===== src/rtl/handshake_coef_sequencer.sv =====
// handshake_coef_sequencer: emits NUM_COEFS table constants per accepted ctrl token on a valid/ready channel.
module handshake_coef_sequencer #(
  parameter int DATA_WIDTH = 32,
  parameter int NUM_COEFS = 4,
  parameter logic [NUM_COEFS*DATA_WIDTH-1:0] COEF_TABLE = {32'h001FFFFF, 32'h000FFFFF, 32'h00000001, 32'h001A48D7},
  localparam int IDX_W = (NUM_COEFS > 1) ? $clog2(NUM_COEFS) : 1
) (
  input  logic                  clk,
  input  logic                  rst,
  input  logic                  ctrl_valid,
  output logic                  ctrl_ready,
  output logic [DATA_WIDTH-1:0] outs,
  output logic [IDX_W-1:0]      outs_index,
  output logic                  outs_last,
  output logic                  outs_valid,
  input  logic                  outs_ready
);
  typedef enum logic {IDLE, RUN} state_e;
  localparam logic [IDX_W-1:0] LAST_IDX = IDX_W'(NUM_COEFS - 1);
  state_e state_q, state_d;
  logic [DATA_WIDTH-1:0] outs_q, outs_d;
  logic [IDX_W-1:0] idx_q, idx_d, nxt;
  logic run, fire, last;
  always_comb begin
    run = state_q == RUN;
    last = idx_q == LAST_IDX;
    fire = run && outs_ready;
    nxt = idx_q + IDX_W'(1);
    state_d = run ? ((fire && last) ? IDLE : RUN) : (ctrl_valid ? RUN : IDLE);
    idx_d = (fire && !last) ? nxt : ((fire || !run) ? '0 : idx_q);
    outs_d = (!run && ctrl_valid) ? COEF_TABLE[DATA_WIDTH-1:0]
           : (fire && !last) ? COEF_TABLE[int'(nxt)*DATA_WIDTH +: DATA_WIDTH]
           : outs_q;
  end
  always_ff @(posedge clk) begin
    if (rst) begin
      state_q <= IDLE;
      outs_q <= '0;
      idx_q <= '0;
    end else begin
      state_q <= state_d;
      outs_q <= outs_d;
      idx_q <= idx_d;
    end
  end
  assign ctrl_ready = state_q == IDLE;
  assign outs_valid = state_q == RUN;
  assign outs = outs_q;
  assign outs_index = idx_q;
  assign outs_last = outs_valid && (idx_q == LAST_IDX);
endmodule


===== config.mk =====
export PLATFORM = sky130hd
export DESIGN_NAME = handshake_coef_sequencer
export DESIGN_NICKNAME = d
export VERILOG_FILES = /design/src/rtl/handshake_coef_sequencer.sv
export SDC_FILE = /design/constraint.sdc
export NUM_CORES = 1
export LEC_CHECK = 0
export BUFFER_PORTS_ARGS = -buffer_cell sky130_fd_sc_hd__buf_2
export CAP_MARGIN = 15
export CORE_MARGIN = 2
export CORE_UTILIZATION = 35
export DETAILED_ROUTE_END_ITERATION = 8
export GPL_TIMING_DRIVEN = 0
export HOLD_SLACK_MARGIN = 0.08
export PLACE_DENSITY = 0.71
export SLEW_MARGIN = 40
export SYNTH_ARGS = -nofsm -noshare
export SYNTH_HDL_FRONTEND = slang
export SYNTH_SLANG_ARGS = --single-unit

===== constraint.sdc =====
create_clock -name clk -period 3.2 [get_ports clk]
set_input_delay 0.16 -clock clk [delete_from_list [all_inputs] [get_ports clk]]
set_output_delay 0.16 -clock clk [all_outputs]
set_load 0.01 [all_outputs]

### Word-level counts from Yosys, hierarchy flattened

Cells that the tools add are included.

* word-level logic and storage cells: 26
* output and inout port bits: 37
* bits of input ports: 4
* register bits: 35

* bitwise logic cells: 1
* eq/ne operators: 1
* mux-type cells: 7
* shifts and indexed selects: 1
* $add $sub $neg: 1
* reduce and logical (&&, ||, !) cells: 11

Operator list (number)
* 128-bit by 8-bit indexed part select with 32-bit output, first input constant: 1
* 21-bit 2-to-1 mux: 2
* 1-bit logical AND: 5
* 2-bit 2-to-1 mux: 2
* 2-bit nonzero test: 2
* 1-bit 2-to-1 mux: 3
* 2-bit by 1-bit adder with 2-bit output, second input constant: 1
* 2-bit equality test, second input constant: 1
* 1-bit logical NOT: 2
* 2-bit OR reduction: 1
* 1-bit logical OR: 1
* 1-bit inverter: 1

### Longest topological paths before layout

Gate-level depths: netlist of the first run.

* depth in word-level cells: 5
* depth in mapped cells: 5

### Worst setup path after synthesis of the first run

OpenSTA, ideal clock, no wires.

* path type: register -> register
* start point: reg idx_q[0], in the netlist outs_index[0]
* end point: reg outs_q[20], in the netlist outs[20]
* cell stages (with the launch flop): 6
* setup slack: 1889 ps
* library setup time: 122 ps
* arrival time: 1189 ps
* buffers on the path: 1
* path through: dfxtp_1 ha_1 and3b_1 buf_6 nor3_1 a211oi_1

* word-level cells in the longest chain between the ends: 4
* elaborated cells between the ends (all ways): 8
* classes of those cells: add/sub: 1; eq/ne: 1; shift: 1; mux: 2; reduce/logical: 3

RTL lines
* from (decl): RTL line 22 `logic [IDX_W-1:0] idx_q, idx_d, nxt;`
* from (signal assigned): RTL line 43 `idx_q <= idx_d;`
* 2-bit by 1-bit adder with 2-bit output / 2-bit equality test (equally long branches): RTL line 28, 26
* 128-bit by 8-bit indexed part select with 32-bit output / 1-bit logical NOT (equally long branches): RTL line 32 `: (fire && !last) ? COEF_TABLE[int'(nxt)*DATA_WIDTH +: DATA_WIDTH]`
* 21-bit 2-to-1 mux / 1-bit logical AND (equally long branches): RTL line 32
* 21-bit 2-to-1 mux / 2-bit nonzero test (equally long branches)
* to (signal assigned): RTL line 42 `outs_q <= outs_d;`
* to (decl): RTL line 21 `logic [DATA_WIDTH-1:0] outs_q, outs_d;`

Several ways; a longest one is shown, not always the timed one. The select of a mux whose other input is x is not followed.
A chain may end at the register's enable or synchronous reset.

### Worst setup path in the final report of the first run

* start point: reg idx_q[0], in the netlist outs_index[0]
* end point: out outs_last

* word-level cells in the longest chain between the ends: 2

RTL lines
* 2-bit equality test: RTL line 50 `assign outs_last = outs_valid && (idx_q == LAST_IDX);`
* 1-bit logical AND: RTL line 50
* to (decl): RTL line 14 `output logic outs_last,`

Every way passes these cells.

==> impl_table.tex, run 1 <==
\begin{tabular}{lr}
\hline
Metric & Value \\
\hline
\multicolumn{2}{l}{\textbf{Worst setup path}} \\
\quad Largest fanout on the critical path & 7 \\
\quad Logic depth of the worst register-to-register path & 5 \\
\quad Reg2Reg Launch Point & outs\_index[0]\$\_SDFFE\_PP0P\_ \\
\quad Crit end category & output pin \\
\quad Required time of the critical path & 3.04 ns \\
\quad WP data arrival & 1.19 ns \\
\quad Setup slack of the most critical reg-to-reg path & 1.85 ns \\
\quad Category of the worst setup path launch point & flip-flop \\
\quad Worst setup path class & flip-flop to output pin \\
\quad End of the worst register-to-register path & outs[20]\$\_SDFFE\_PP0P\_ \\
\multicolumn{2}{l}{\textbf{CTS}} \\
\quad Post-cts repair resize count & 0 \\
\quad Htree depth & 1 \\
\quad Sink count of the clock tree & 7 \\
\quad Number of buffers inserted for hold repair after clock tree synthesis & 0 \\
\quad Clock insertion delay at the later pin of the skew report & 0.24 ns \\
\quad Total clock buffers created by CTS & 3 \\
\quad Clk Tree Root Cell & clkbuf\_4 \\
\quad Clock slew at the register clock pins of the worst setup and hold paths & $\sim$0.05 ns \\
\quad TritonCTS clock tree & built \\
\quad Post-CTS setup buffer count & 0 \\
\quad Maximum root-to-sink buffer count & 2 \\
\multicolumn{2}{l}{\textbf{Place}} \\
\quad Number of I/O port buffers & 29 \\
\quad Worst setup slack before clock tree synthesis & roughly 1.8 ns \\
\quad HPWL after DPL & between 700 and 800 µm \\
\quad Routability-driven placement congestion ratio & 0.748 \\
\multicolumn{2}{l}{\textbf{Layout}} \\
\quad Post-layout util & 0.527 \\
\quad Area Growth Syn to Fin & 40.6\% \\
\quad Number of inserted filler cells in the final layout & around 160 \\
\quad Final net count & 117 \\
\quad Multi-input logic area & 229 µm² \\
\quad Fraction of final layout cells with drive strength greater than 1 & 0.578 \\
\quad ANT cells & 0 \\
\quad Area used by sequential logic in the layout & 140 µm² \\
\multicolumn{2}{l}{\textbf{Die}} \\
\quad Core area & 1510 µm² \\
\quad Chip width & 44.2 µm \\
\quad Die Y-Extent & 44.2 µm \\
\quad Total die area & between 1500 and 2000 µm² \\
\quad \# rows & 14 \\
\quad Effective utilization at floorplan & 0.375 \\
\quad Ports & 41 \\
\multicolumn{2}{l}{\textbf{Logic synthesis}} \\
\quad Yosys warning count & 0 \\
\quad Syn Area/Cell & 8.55 µm² \\
\quad Synthesized flop and latch total & 7 \\
\quad Post-Syn Instances & 66 \\
\quad Netlist cell types & 20 \\
\quad Area of the mapped netlist & around 560 µm² \\
\quad Library cell with the largest summed area after synthesis & buf\_4 \\
\quad Share of Yosys cell area claimed by the top area cell type & 0.373 \\
\quad Top cells by area in the synthesized netlist & buf\_4, dfxtp\_1, ha\_1 \\
\quad Sequential area share after synthesis & 0.248 \\
\multicolumn{2}{l}{\textbf{Timing}} \\
\quad Max Clock Freq & 742 MHz \\
\quad Min setup slack post-route & 1.85 ns \\
\quad Minimum clock period & about 1.3 ns \\
\quad Setup clock skew after layout & about 0.0023 ns \\
\quad Final hold violation count & 0 \\
\quad Number of setup violations in the final report & 0 \\
\quad Unrepaired setup endpoints after global routing & false \\
\quad Slew Viols, Final & 0 \\
\quad Hold slack & 0.155 ns \\
\quad Total negative slack for setup checks & 0 ns \\
\quad Final clock period utilization by the worst path & 0.421 \\
\multicolumn{2}{l}{\textbf{Power}} \\
\quad Power density normalized to cell area & 318 nW/µm² \\
\quad Leakage component of the power & 0.490 nW \\
\quad Power after layout & 0.000252 W \\
\quad Worst ir drop on vdd & a little over 0.2 mV \\
\multicolumn{2}{l}{\textbf{Worst hold path}} \\
\quad Hold path start & rst \\
\quad Worst min-delay path class & input port to flip-flop \\
\quad Hold-critical path endpoint & outs[0]\$\_SDFFE\_PP0P\_ \\
\quad Worst hold path cell count & 2 \\
\multicolumn{2}{l}{\textbf{Route}} \\
\quad Number of iterations in the first detailed-routing pass & 4 \\
\quad Antenna Nets Post-Route & 0 \\
\quad Via Count & around 480 \\
\quad Vias/cell & 3.82 \\
\quad Routed length per instance & 7.21 µm \\
\quad Wire length after detailed routing & $\sim$900 µm \\
\quad Total DRC errors in the routed layout & 0 \\
\quad DRC violation total after the first TritonRoute iteration & 4 \\
\multicolumn{2}{l}{\textbf{Global route}} \\
\quad Maximum number of pins on one net before global-route repair & 12 \\
\quad Initial antenna violation count & 0 \\
\quad Total global routing overflow & 0 \\
\quad Number of global-route vias before repair & 368 \\
\quad First-pass GRT wire length & 1450 µm \\
\quad Aggregate global-route resource usage & 0.103 \\
\multicolumn{2}{l}{\textbf{Status}} \\
\quad Result of the run & finished, final reports clean \\
\multicolumn{2}{l}{\textbf{Flow run}} \\
\quad Number of maximum-capacitance constraint violations & 0 \\
\hline
\end{tabular}
[power breakdown]
part / total [W] / internal (W) / switching (W)
logic: 0.0000731 / 0.0000412 / 0.0000319
registers: 0.0000991 / 0.0000925 / 0.00000662
clock network: 0.0000797 / 0.0000476 / 0.0000322
[Yosys cell counts]
master,n
buf_6,1
nand2b_1,2
or2b_1,1
buf_4,28
a211oi_1,1
conb_1,1
and2_2,1
ha_1,3
a21oi_1,3
dfxtp_1,7
mux2i_1,2
and3b_1,1
and2b_2,1
nor2_1,4
a311oi_1,1
inv_1,3
nor3_1,3
o21a_1,1
nand3b_1,1
xnor2_1,1
[metrics by stage]
step                      area [µm²]  std cells
after floorplan                  602         76
after global placement           767        121
after global routing             793        125
after detailed placement         767        121
final                            793        125
after CTS                        793        125
[routing by layer]
metal | global-route usage | share of wire | vias to the layer above | routed length [µm]
met5 | 0 | 0 | - | 0
met4 | 0.0727 | 0.018 | 0 | 16
met3 | 0.0367 | 0.13 | 2 | 116
met2 | 0.185 | 0.47 | 25 | 426
met1 | 0.0950 | 0.38 | 194 | 342
li1 | - | - | 257 | -
[sequential cells by signal (all words and copies together), names as in the netlist]
name and cells:
outs_index 2, outs 4, outs_valid 1
[worst max-delay path, stage by stage, from the launching register on]
cell and delay (ns):
dfxtp_1 0.37, ha_1 0.26, and2_2 0.19, buf_2 0.13
[logic make-up (layout without fill, tap and decap cells)]
group	count (synthesis)	count (layout)	share of synthesized area
DFF	7	7	0.248
adders and majority gates	3	3	0.0665
buffers and inverters	32	65	0.412
and+or+nand+nor	14	14	0.146
other	1	11	0.00665
muxes	2	2	0.0355
AOI/OAI and AO/OA	6	6	0.0687
xor gates and xnor gates	1	1	0.0155
[cell usage in the layout, fill, tap and decap left out]
master,synthesis,layout
clkbuf_1,0,1
and3b_1,1,1
clkbuf_4,0,3
a21oi_1,3,3
conb_1,1,11
a311oi_1,1,1
xnor2_1,1,1
buf_2,0,29
nor3_1,3,3
and2_2,1,1
a211oi_1,1,1
buf_4,28,28
nor2_1,4,4
ha_1,3,3
mux2i_1,2,2
dfxtp_1,7,7
or2b_1,1,1
inv_1,3,3
o21a_1,1,1
buf_6,1,1
nand2b_1,2,2
nand3b_1,1,1
and2b_2,1,1
[worst max-delay path by stage]
stage,depth (start not counted),slack [ns],endpoint,start
3_3_place_gp,5,1.89,outs[20]$_SDFFE_PP0P_,outs_index[0]$_SDFFE_PP0P_
3_5_place_dp,5,1.84,outs[20]$_SDFFE_PP0P_,outs_index[0]$_SDFFE_PP0P_
5_1_grt,5,1.72,outs[0]$_SDFFE_PP0P_,outs_index[0]$_SDFFE_PP0P_
2_1_floorplan,5,1.89,outs[20]$_SDFFE_PP0P_,outs_index[0]$_SDFFE_PP0P_
6_report,3,1.85,outs_last,outs_index[0]$_SDFFE_PP0P_
4_1_cts,5,1.83,outs[0]$_SDFFE_PP0P_,outs_index[0]$_SDFFE_PP0P_
[final cells by class]
class                   count  area share
plain buffers              29       0.279
clock buffers               4      0.0331
inverters                   3      0.0142
multi-input cells          37       0.289
flip-flops and latches      7       0.177
well taps                  16      0.0252
repair buffers             29       0.183
Note: power is estimated with default switching activity, not from simulation.
==> run 2, diff against run 1 <==
==> constraint.sdc (replaced) <==
create_clock -name clk -period 1.3 [get_ports clk]
set_input_delay 0.065 -clock clk [delete_from_list [all_inputs] [get_ports clk]]
set_output_delay 0.065 -clock clk [all_outputs]
set_load 0.01 [all_outputs]
==> impl_table.tex, run 2 (same netlist as run 1, synthesis figures left out) <==
\begin{tabular}{lr}
\hline
Metric & Value \\
\hline
\multicolumn{2}{l}{\textbf{Route}} \\
\quad Routed length per instance & 7.46 µm (was 7.21 µm) \\
\quad Antenna Nets Post-Route & 0 (unchanged) \\
\quad Total DRC errors in the routed layout & 0 (unchanged) \\
\quad Number of iterations in the first detailed-routing pass & 4 (unchanged) \\
\quad DRC violation total after the first TritonRoute iteration & 1 (was 4) \\
\quad Via Count & 481 (was 478) \\
\quad Wire length after detailed routing & 940 µm (was 901 µm) \\
\quad Vias/cell & 3.82 (about the same) \\
\multicolumn{2}{l}{\textbf{Worst setup path}} \\
\quad Required time of the critical path & 1.45 ns (was 3.04 ns) \\
\quad WP data arrival & 1.40 ns (was 1.19 ns) \\
\quad Logic depth of the worst register-to-register path & 4 (was 5) \\
\quad Worst setup path class & flip-flop to flip-flop (was flip-flop to output pin) \\
\quad Crit end category & flip-flop (was output pin) \\
\quad Category of the worst setup path launch point & flip-flop (unchanged) \\
\quad Largest fanout on the critical path & 7 (unchanged) \\
\multicolumn{2}{l}{\textbf{Layout}} \\
\quad Final cell count without fillers & 126 (was 125) \\
\quad Most frequent standard cell in the layout excluding fill and tap cells & buf\_2 (unchanged) \\
\quad Leading cell types in the layout, fill and taps excluded & buf\_2, buf\_4, conb\_1, dfxtp\_1, nor2\_1 (unchanged) \\
\quad Area Growth Syn to Fin & 44.6\% (was 40.6\%) \\
\quad Fraction of final layout cells with drive strength greater than 1 & 0.609 (was 0.578) \\
\quad ANT cells & 0 (unchanged) \\
\quad Post-layout util & 0.542 (was 0.527) \\
\quad Final net count & 118 (was 117) \\
\quad Max reg flops & 4 (unchanged) \\
\multicolumn{2}{l}{\textbf{Timing}} \\
\quad Minimum clock period & 1.25 ns \\
\quad Total negative slack for setup checks & 0 ns (unchanged) \\
\quad Unrepaired setup endpoints after global routing & false (unchanged) \\
\quad Final hold violation count & 0 (unchanged) \\
\quad Slew Viols, Final & 0 (unchanged) \\
\quad Max Clock Freq & around 800 MHz \\
\quad Setup clock skew after layout & 0.00417 ns (was 0.00226 ns) \\
\quad Final clock period utilization by the worst path & 0.959 \\
\quad Number of setup violations in the final report & 0 (unchanged) \\
\multicolumn{2}{l}{\textbf{Place}} \\
\quad Number of I/O port buffers & 29 (unchanged) \\
\quad HPWL after DPL & 782 µm (was 764 µm) \\
\quad Routability-driven placement congestion ratio & 0.750 (was 0.748) \\
\quad Cells after DPL & 121 (unchanged) \\
\multicolumn{2}{l}{\textbf{Die}} \\
\quad Chip width & 44.2 µm (unchanged) \\
\quad Total die area & 1950 µm² (unchanged) \\
\quad Die Y-Extent & 44.2 µm (unchanged) \\
\quad Ports & 41 (unchanged) \\
\quad Core area & 1510 µm² (unchanged) \\
\quad \# rows & 14 (unchanged) \\
\quad Effective utilization at floorplan & 0.375 (unchanged) \\
\multicolumn{2}{l}{\textbf{Worst hold path}} \\
\quad Worst min-delay path class & input port to flip-flop (unchanged) \\
\quad Worst hold path cell count & 2 (unchanged) \\
\multicolumn{2}{l}{\textbf{Global route}} \\
\quad Total global routing overflow & 0 (unchanged) \\
\quad Met1 Track Usage GR & 0.102 (was 0.0950) \\
\quad Number of global-route vias before repair & 375 (was 368) \\
\quad Met2 usage in global routing & 0.171 (was 0.185) \\
\quad First-pass GRT wire length & 1450 µm (unchanged) \\
\quad Fraction of met3 tracks used by global routing & 0.0490 (was 0.0367) \\
\quad Maximum number of pins on one net before global-route repair & 12 (unchanged) \\
\quad Aggregate global-route resource usage & 0.104 (was 0.103) \\
\quad Initial antenna violation count & 0 (unchanged) \\
\quad Most utilized layer in the global route result & met2 (unchanged) \\
\multicolumn{2}{l}{\textbf{Power}} \\
\quad Power density normalized to cell area & 762 nW/µm² (was 318 nW/µm²) \\
\quad Leakage component of the power & 0.494 nW (was 0.490 nW) \\
\quad Worst ir drop on vdd & 0.519 mV (was 0.206 mV) \\
\multicolumn{2}{l}{\textbf{Status}} \\
\quad Result of the run & finished, final reports clean (unchanged) \\
\multicolumn{2}{l}{\textbf{CTS}} \\
\quad Sink count of the clock tree & 7 (unchanged) \\
\quad Htree depth & 1 (unchanged) \\
\quad TritonCTS clock tree & built (unchanged) \\
\quad Maximum root-to-sink buffer count & 2 (unchanged) \\
\quad Clk Tree Root Cell & clkbuf\_4 (unchanged) \\
\quad Clock insertion delay at the later pin of the skew report & 0.25 ns (was 0.24 ns) \\
\quad Clock slew at the register clock pins of the worst setup and hold paths & 0.05 ns (about the same) \\
\quad Total clock buffers created by CTS & 3 (unchanged) \\
\multicolumn{2}{l}{\textbf{Flow run}} \\
\quad Number of maximum-capacitance constraint violations & 0 (unchanged) \\
\hline
\end{tabular}
run 2: worst paths after layout:
path / slack (ns) / to / from
max: 0.05 / outs[20]$_SDFFE_PP0P_ / outs_index[0]$_SDFFE_PP0P_
min: 0.10 / outs_valid$_SDFF_PP0_ / outs_ready
max reg2reg: 0.05 / outs[20]$_SDFFE_PP0P_ / outs_index[0]$_SDFFE_PP0P_
min reg2reg: 0.49 / outs[0]$_SDFFE_PP0P_ / outs[0]$_SDFFE_PP0P_
run 2: power breakdown:
group / switching, W / total, W / internal, W
Sequential: 0.0000169 / 0.000244 / 0.000227
Combinational: 0.0000806 / 0.000185 / 0.000104
Clock: 0.0000765 / 0.000193 / 0.000117
Total: 0.000174 / 0.000622 / 0.000448
run 2: area by class of cell:
type	instances	area (µm²)
Buffer	29	221
Clock buffer	4	26.3
Fill cell	157	691
Inverter	3	11.3
Multi-Input combinational cell	37	236
Sequential cell	7	145
Tap cell	16	20.0
Timing Repair Buffer	30	155
run 2: timing repair:
item	4_1_cts	5_1_grt
hold buffers	1	0
endpoints found under the setup margin	0	4
hold endpoints to repair	4	0
buffers inserted	0	0
gates resized for setup	0	4
run 2: routing by layer:
metal  part of all wire  vias up
met5                  0        -
met4             0.0085        0
met3               0.13        2
met2               0.49       25
met1               0.38      196
li1                   -      258
run 2: per-stage QoR:
stage	power (W)	setup WS [ns]	instance area, µm²	hold slack [ns]
2_1_floorplan	0.000377	0.0507	603	0.137
5_1_grt	0.000667	0.00615	816	0.0990
4_1_cts	0.000632	0.00568	805	0.0949
3_3_place_gp	0.000427	0.0588	768	0.310
6_report	0.000622	0.0537	816	0.104
3_5_place_dp	0.000431	0.0182	768	0.311
run 2: critical path, cell delays in order, from the launching register on:
cell      delay, ns
dfxtp_4        0.38
inv_1          0.05
ha_1           0.34
xnor2_1        0.15
a211oi_1       0.24
==> run 3, diff against run 2 <==
--- a/config.mk
+++ b/config.mk
@@ -12,7 +12,8 @@
 export DETAILED_ROUTE_END_ITERATION = 8
 export GPL_TIMING_DRIVEN = 0
 export HOLD_SLACK_MARGIN = 0.08
-export PLACE_DENSITY = 0.71
+export PLACE_DENSITY = 0.73
+export SETUP_SLACK_MARGIN = 0.15
 export SLEW_MARGIN = 40
 export SYNTH_ARGS = -nofsm -noshare
 export SYNTH_HDL_FRONTEND = slang
==> constraint.sdc (replaced) <==
create_clock -name clk -period 1.02 [get_ports clk]
set_input_delay 0.051 -clock clk [delete_from_list [all_inputs] [get_ports clk]]
set_output_delay 0.051 -clock clk [all_outputs]
set_load 0.01 [all_outputs]
==> impl_table.tex, run 3 (same netlist as run 1, synthesis figures left out) <==
\begin{tabular}{lr}
\hline
Metric & Value \\
\hline
\multicolumn{2}{l}{\textbf{Worst hold path}} \\
\quad Hold-critical path endpoint & outs[18]\$\_SDFFE\_PP0P\_ (was outs\_valid\$\_SDFF\_PP0\_) \\
\quad Hold path start & rst (was outs\_ready) \\
\quad Worst min-delay path class & input port to flip-flop (unchanged) \\
\quad Worst hold path cell count & 2 (unchanged) \\
\multicolumn{2}{l}{\textbf{Worst setup path}} \\
\quad Required time of the critical path & 1.17 ns (was 1.45 ns) \\
\quad Setup slack of the most critical reg-to-reg path & -0.32 ns (was 0.05 ns) \\
\quad End of the worst register-to-register path & outs[20]\$\_SDFFE\_PP0P\_ (unchanged) \\
\quad Buf+Inv Stages, Crit Path & 2 (was 1) \\
\quad Master of the slowest instance on the critical path & dfxtp\_4 (unchanged) \\
\quad Crit end category & flip-flop (unchanged) \\
\quad Largest fanout on the critical path & 5 (was 7) \\
\quad Reg2Reg Launch Point & outs\_index[1]\$\_SDFFE\_PP0P\_ (was outs\_index[0]\$\_SDFFE\_PP0P\_) \\
\quad Longest individual stage delay on the worst path & 0.36 ns (was 0.38 ns) \\
\quad Category of the worst setup path launch point & flip-flop (unchanged) \\
\quad Worst setup path class & flip-flop to flip-flop (unchanged) \\
\quad WP data arrival & 1.49 ns (was 1.40 ns) \\
\quad Top Family by Delay on Critical Path & flip-flops (unchanged) \\
\quad Number of cells on the critical path & 6 (was 4) \\
\quad Logic depth of the worst register-to-register path & 6 (was 4) \\
\quad Critical path cell sequence & ha\_4 > and3b\_1 > buf\_6 > buf\_4 > nor3\_2 > a211oi\_1 (was inv\_1 > ha\_1 > xnor2\_1 > a211oi\_1) \\
\multicolumn{2}{l}{\textbf{Layout}} \\
\quad ANT cells & 0 (unchanged) \\
\quad Fraction of final layout cells with drive strength greater than 1 & 0.732 (was 0.609) \\
\quad Number of inserted filler cells in the final layout & 84 (was 157) \\
\quad Post-layout util & 0.800 (was 0.542) \\
\quad Most frequent standard cell in the layout excluding fill and tap cells & buf\_6 (was buf\_2) \\
\quad Area Growth Syn to Fin & 114\% (was 44.6\%) \\
\quad Leading cell types in the layout, fill and taps excluded & buf\_6, buf\_4, conb\_1, buf\_2, dfxtp\_4 (was buf\_2, buf\_4, conb\_1, dfxtp\_1, nor2\_1) \\
\quad Cell area after layout & 1200 µm² (was 816 µm²) \\
\quad Max reg flops & 4 (unchanged) \\
\quad Final net count & 131 (was 118) \\
\quad Multi-input logic area & 272 µm² (was 236 µm²) \\
\quad Area used by sequential logic in the layout & 159 µm² (was 145 µm²) \\
\quad Final cell count without fillers & 139 (was 126) \\
\multicolumn{2}{l}{\textbf{Route}} \\
\quad Antenna Nets Post-Route & 0 (unchanged) \\
\quad DRC violation total after the first TritonRoute iteration & 4 (was 1) \\
\quad Via Count & 599 (was 481) \\
\quad Total DRC errors in the routed layout & 0 (unchanged) \\
\quad Vias/cell & 4.31 (was 3.82) \\
\quad Number of iterations in the first detailed-routing pass & 4 (unchanged) \\
\quad Wire length after detailed routing & 1780 µm (was 940 µm) \\
\quad Routed length per instance & 12.8 µm (was 7.46 µm) \\
\multicolumn{2}{l}{\textbf{CTS}} \\
\quad Clock insertion delay at the later pin of the skew report & 0.25 ns (about the same) \\
\quad Maximum root-to-sink buffer count & 2 (unchanged) \\
\quad Htree depth & 1 (unchanged) \\
\quad Total clock buffers created by CTS & 3 (unchanged) \\
\quad Sink count of the clock tree & 7 (unchanged) \\
\quad Clk Tree Root Cell & clkbuf\_4 (unchanged) \\
\quad Clock slew at the register clock pins of the worst setup and hold paths & 0.06 ns (was 0.05 ns) \\
\quad TritonCTS clock tree & built (unchanged) \\
\multicolumn{2}{l}{\textbf{Die}} \\
\quad Total die area & 1950 µm² (unchanged) \\
\quad Effective utilization at floorplan & 0.375 (unchanged) \\
\quad \# rows & 14 (unchanged) \\
\quad Ports & 41 (unchanged) \\
\quad Core area & 1510 µm² (unchanged) \\
\quad Chip width & 44.2 µm (unchanged) \\
\quad Die Y-Extent & 44.2 µm (unchanged) \\
\multicolumn{2}{l}{\textbf{Place}} \\
\quad Number of I/O port buffers & 29 (unchanged) \\
\quad Cells after DPL & 121 (unchanged) \\
\quad HPWL after DPL & 829 µm (was 782 µm) \\
\quad Routability-driven placement congestion ratio & 0.672 (was 0.750) \\
\quad Placed inst area & 800 µm² (was 768 µm²) \\
\multicolumn{2}{l}{\textbf{Power}} \\
\quad Worst ir drop on vdd & 0.458 mV (was 0.519 mV) \\
\quad Power after layout & 0.000962 W (was 0.000622 W) \\
\quad Power density normalized to cell area & 799 nW/µm² (was 762 nW/µm²) \\
\quad Logic gate share of total power & 0.412 (was 0.297) \\
\quad Switching power as a share of total power & 0.297 (was 0.280) \\
\quad NetSw & 0.000286 W (was 0.000174 W) \\
\quad Part of the power in the clock network & 0.272 (was 0.311) \\
\quad Leakage component of the power & 0.612 nW (was 0.494 nW) \\
\quad Part of the power in registers & 0.316 (was 0.392) \\
\quad Internal power of the cells & 0.000677 W (was 0.000448 W) \\
\multicolumn{2}{l}{\textbf{Global route}} \\
\quad Initial antenna violation count & 0 (unchanged) \\
\quad Total global routing overflow & 0 (unchanged) \\
\quad Number of global-route vias before repair & 475 (was 375) \\
\quad Aggregate global-route resource usage & 0.127 (was 0.104) \\
\quad Maximum number of pins on one net before global-route repair & 10 (was 12) \\
\quad First-pass GRT wire length & 1840 µm (was 1450 µm) \\
\multicolumn{2}{l}{\textbf{Timing}} \\
\quad Max Clock Freq & 746 MHz (was 802 MHz) \\
\quad Slew Viols, Final & 0 (unchanged) \\
\quad Final clock period utilization by the worst path & 1.31 (was 0.959) \\
\quad Total negative slack for setup checks & -1.24 ns (was 0 ns) \\
\quad Min setup slack post-route & -0.321 ns (was 0.0537 ns) \\
\quad Number of setup violations in the final report & 6 (was 0) \\
\quad Final hold violation count & 0 (unchanged) \\
\quad Setup clock skew after layout & 0.00129 ns (was 0.00417 ns) \\
\quad Minimum clock period & 1.34 ns (was 1.25 ns) \\
\quad Unrepaired setup endpoints after global routing & true (was false) \\
\multicolumn{2}{l}{\textbf{Status}} \\
\quad Result of the run & complete, but fails checks (was finished, final reports clean) \\
\quad Violations in the final reports & negative setup slack \\
\multicolumn{2}{l}{\textbf{Flow run}} \\
\quad Number of maximum-capacitance constraint violations & 0 (unchanged) \\
\hline
\end{tabular}
[run 3: cell types whose count changed in the layout (fill, tap and decap cells not counted), moves of 3 or more]
cell and change:
dfxtp_1 -3, buf_6 +46, buf_2 -23, buf_4 -10, dfxtp_4 +4
[run 3: final cells by class]
| class | count | area share |
|---|---|---|
| Timing Repair Buffer | 43 | 0.356 |
| Buffer | 29 | 0.237 |
| Multi-Input combinational cell | 37 | 0.225 |
| Sequential cell | 7 | 0.132 |
| Clock buffer | 4 | 0.0218 |
| Tap cell | 16 | 0.0166 |
| Inverter | 3 | 0.0114 |
[run 3: power by group through the flow]
stage                     sequential (W)  clock [W]  combinational (W)
after floorplan                 0.000320          0           0.000160
after global placement          0.000314          0           0.000231
after detailed placement        0.000315          0           0.000235
after CTS                       0.000299   0.000263           0.000308
after global routing            0.000307   0.000284           0.000418
final                           0.000305   0.000262           0.000396
[run 3: stage by stage]
stage / setup slack [ns] / hold WS, ns
after floorplan: -0.139 / 0.123
after global placement: -0.164 / 0.297
after detailed placement: -0.195 / 0.307
after CTS: -0.192 / 0.0337
after global routing: -0.351 / 0.0631
final: -0.321 / 0.0600
[run 3: repair_timing]
item,in CTS,in global routing
gates resized for setup,29,35
endpoints found under the hold margin,4,4
pin swaps,3,4
endpoints found under the setup margin,28,30
buffers inserted,10,4
[run 3: worst max path at each step]
stage / to / slack (ns) / start
6_report: outs[20]$_SDFFE_PP0P_ / -0.32 / outs_index[1]$_SDFFE_PP0P_
5_1_grt: outs[20]$_SDFFE_PP0P_ / -0.35 / outs_index[1]$_SDFFE_PP0P_
4_1_cts: outs[18]$_SDFFE_PP0P_ / -0.19 / outs_index[1]$_SDFFE_PP0P_
3_5_place_dp: outs[18]$_SDFFE_PP0P_ / -0.19 / outs_index[0]$_SDFFE_PP0P_
3_3_place_gp: outs[18]$_SDFFE_PP0P_ / -0.16 / outs_index[0]$_SDFFE_PP0P_
2_1_floorplan: outs[18]$_SDFFE_PP0P_ / -0.14 / outs_index[0]$_SDFFE_PP0P_
[run 3: layer usage]
metal	global-route usage	vias up	part of all wire
met3	0.0327	2	0.072
met1	0.124	281	0.45
li1	-	288	-
met5	0	-	0
met4	0.0545	0	0.0079
met2	0.247	28	0.47
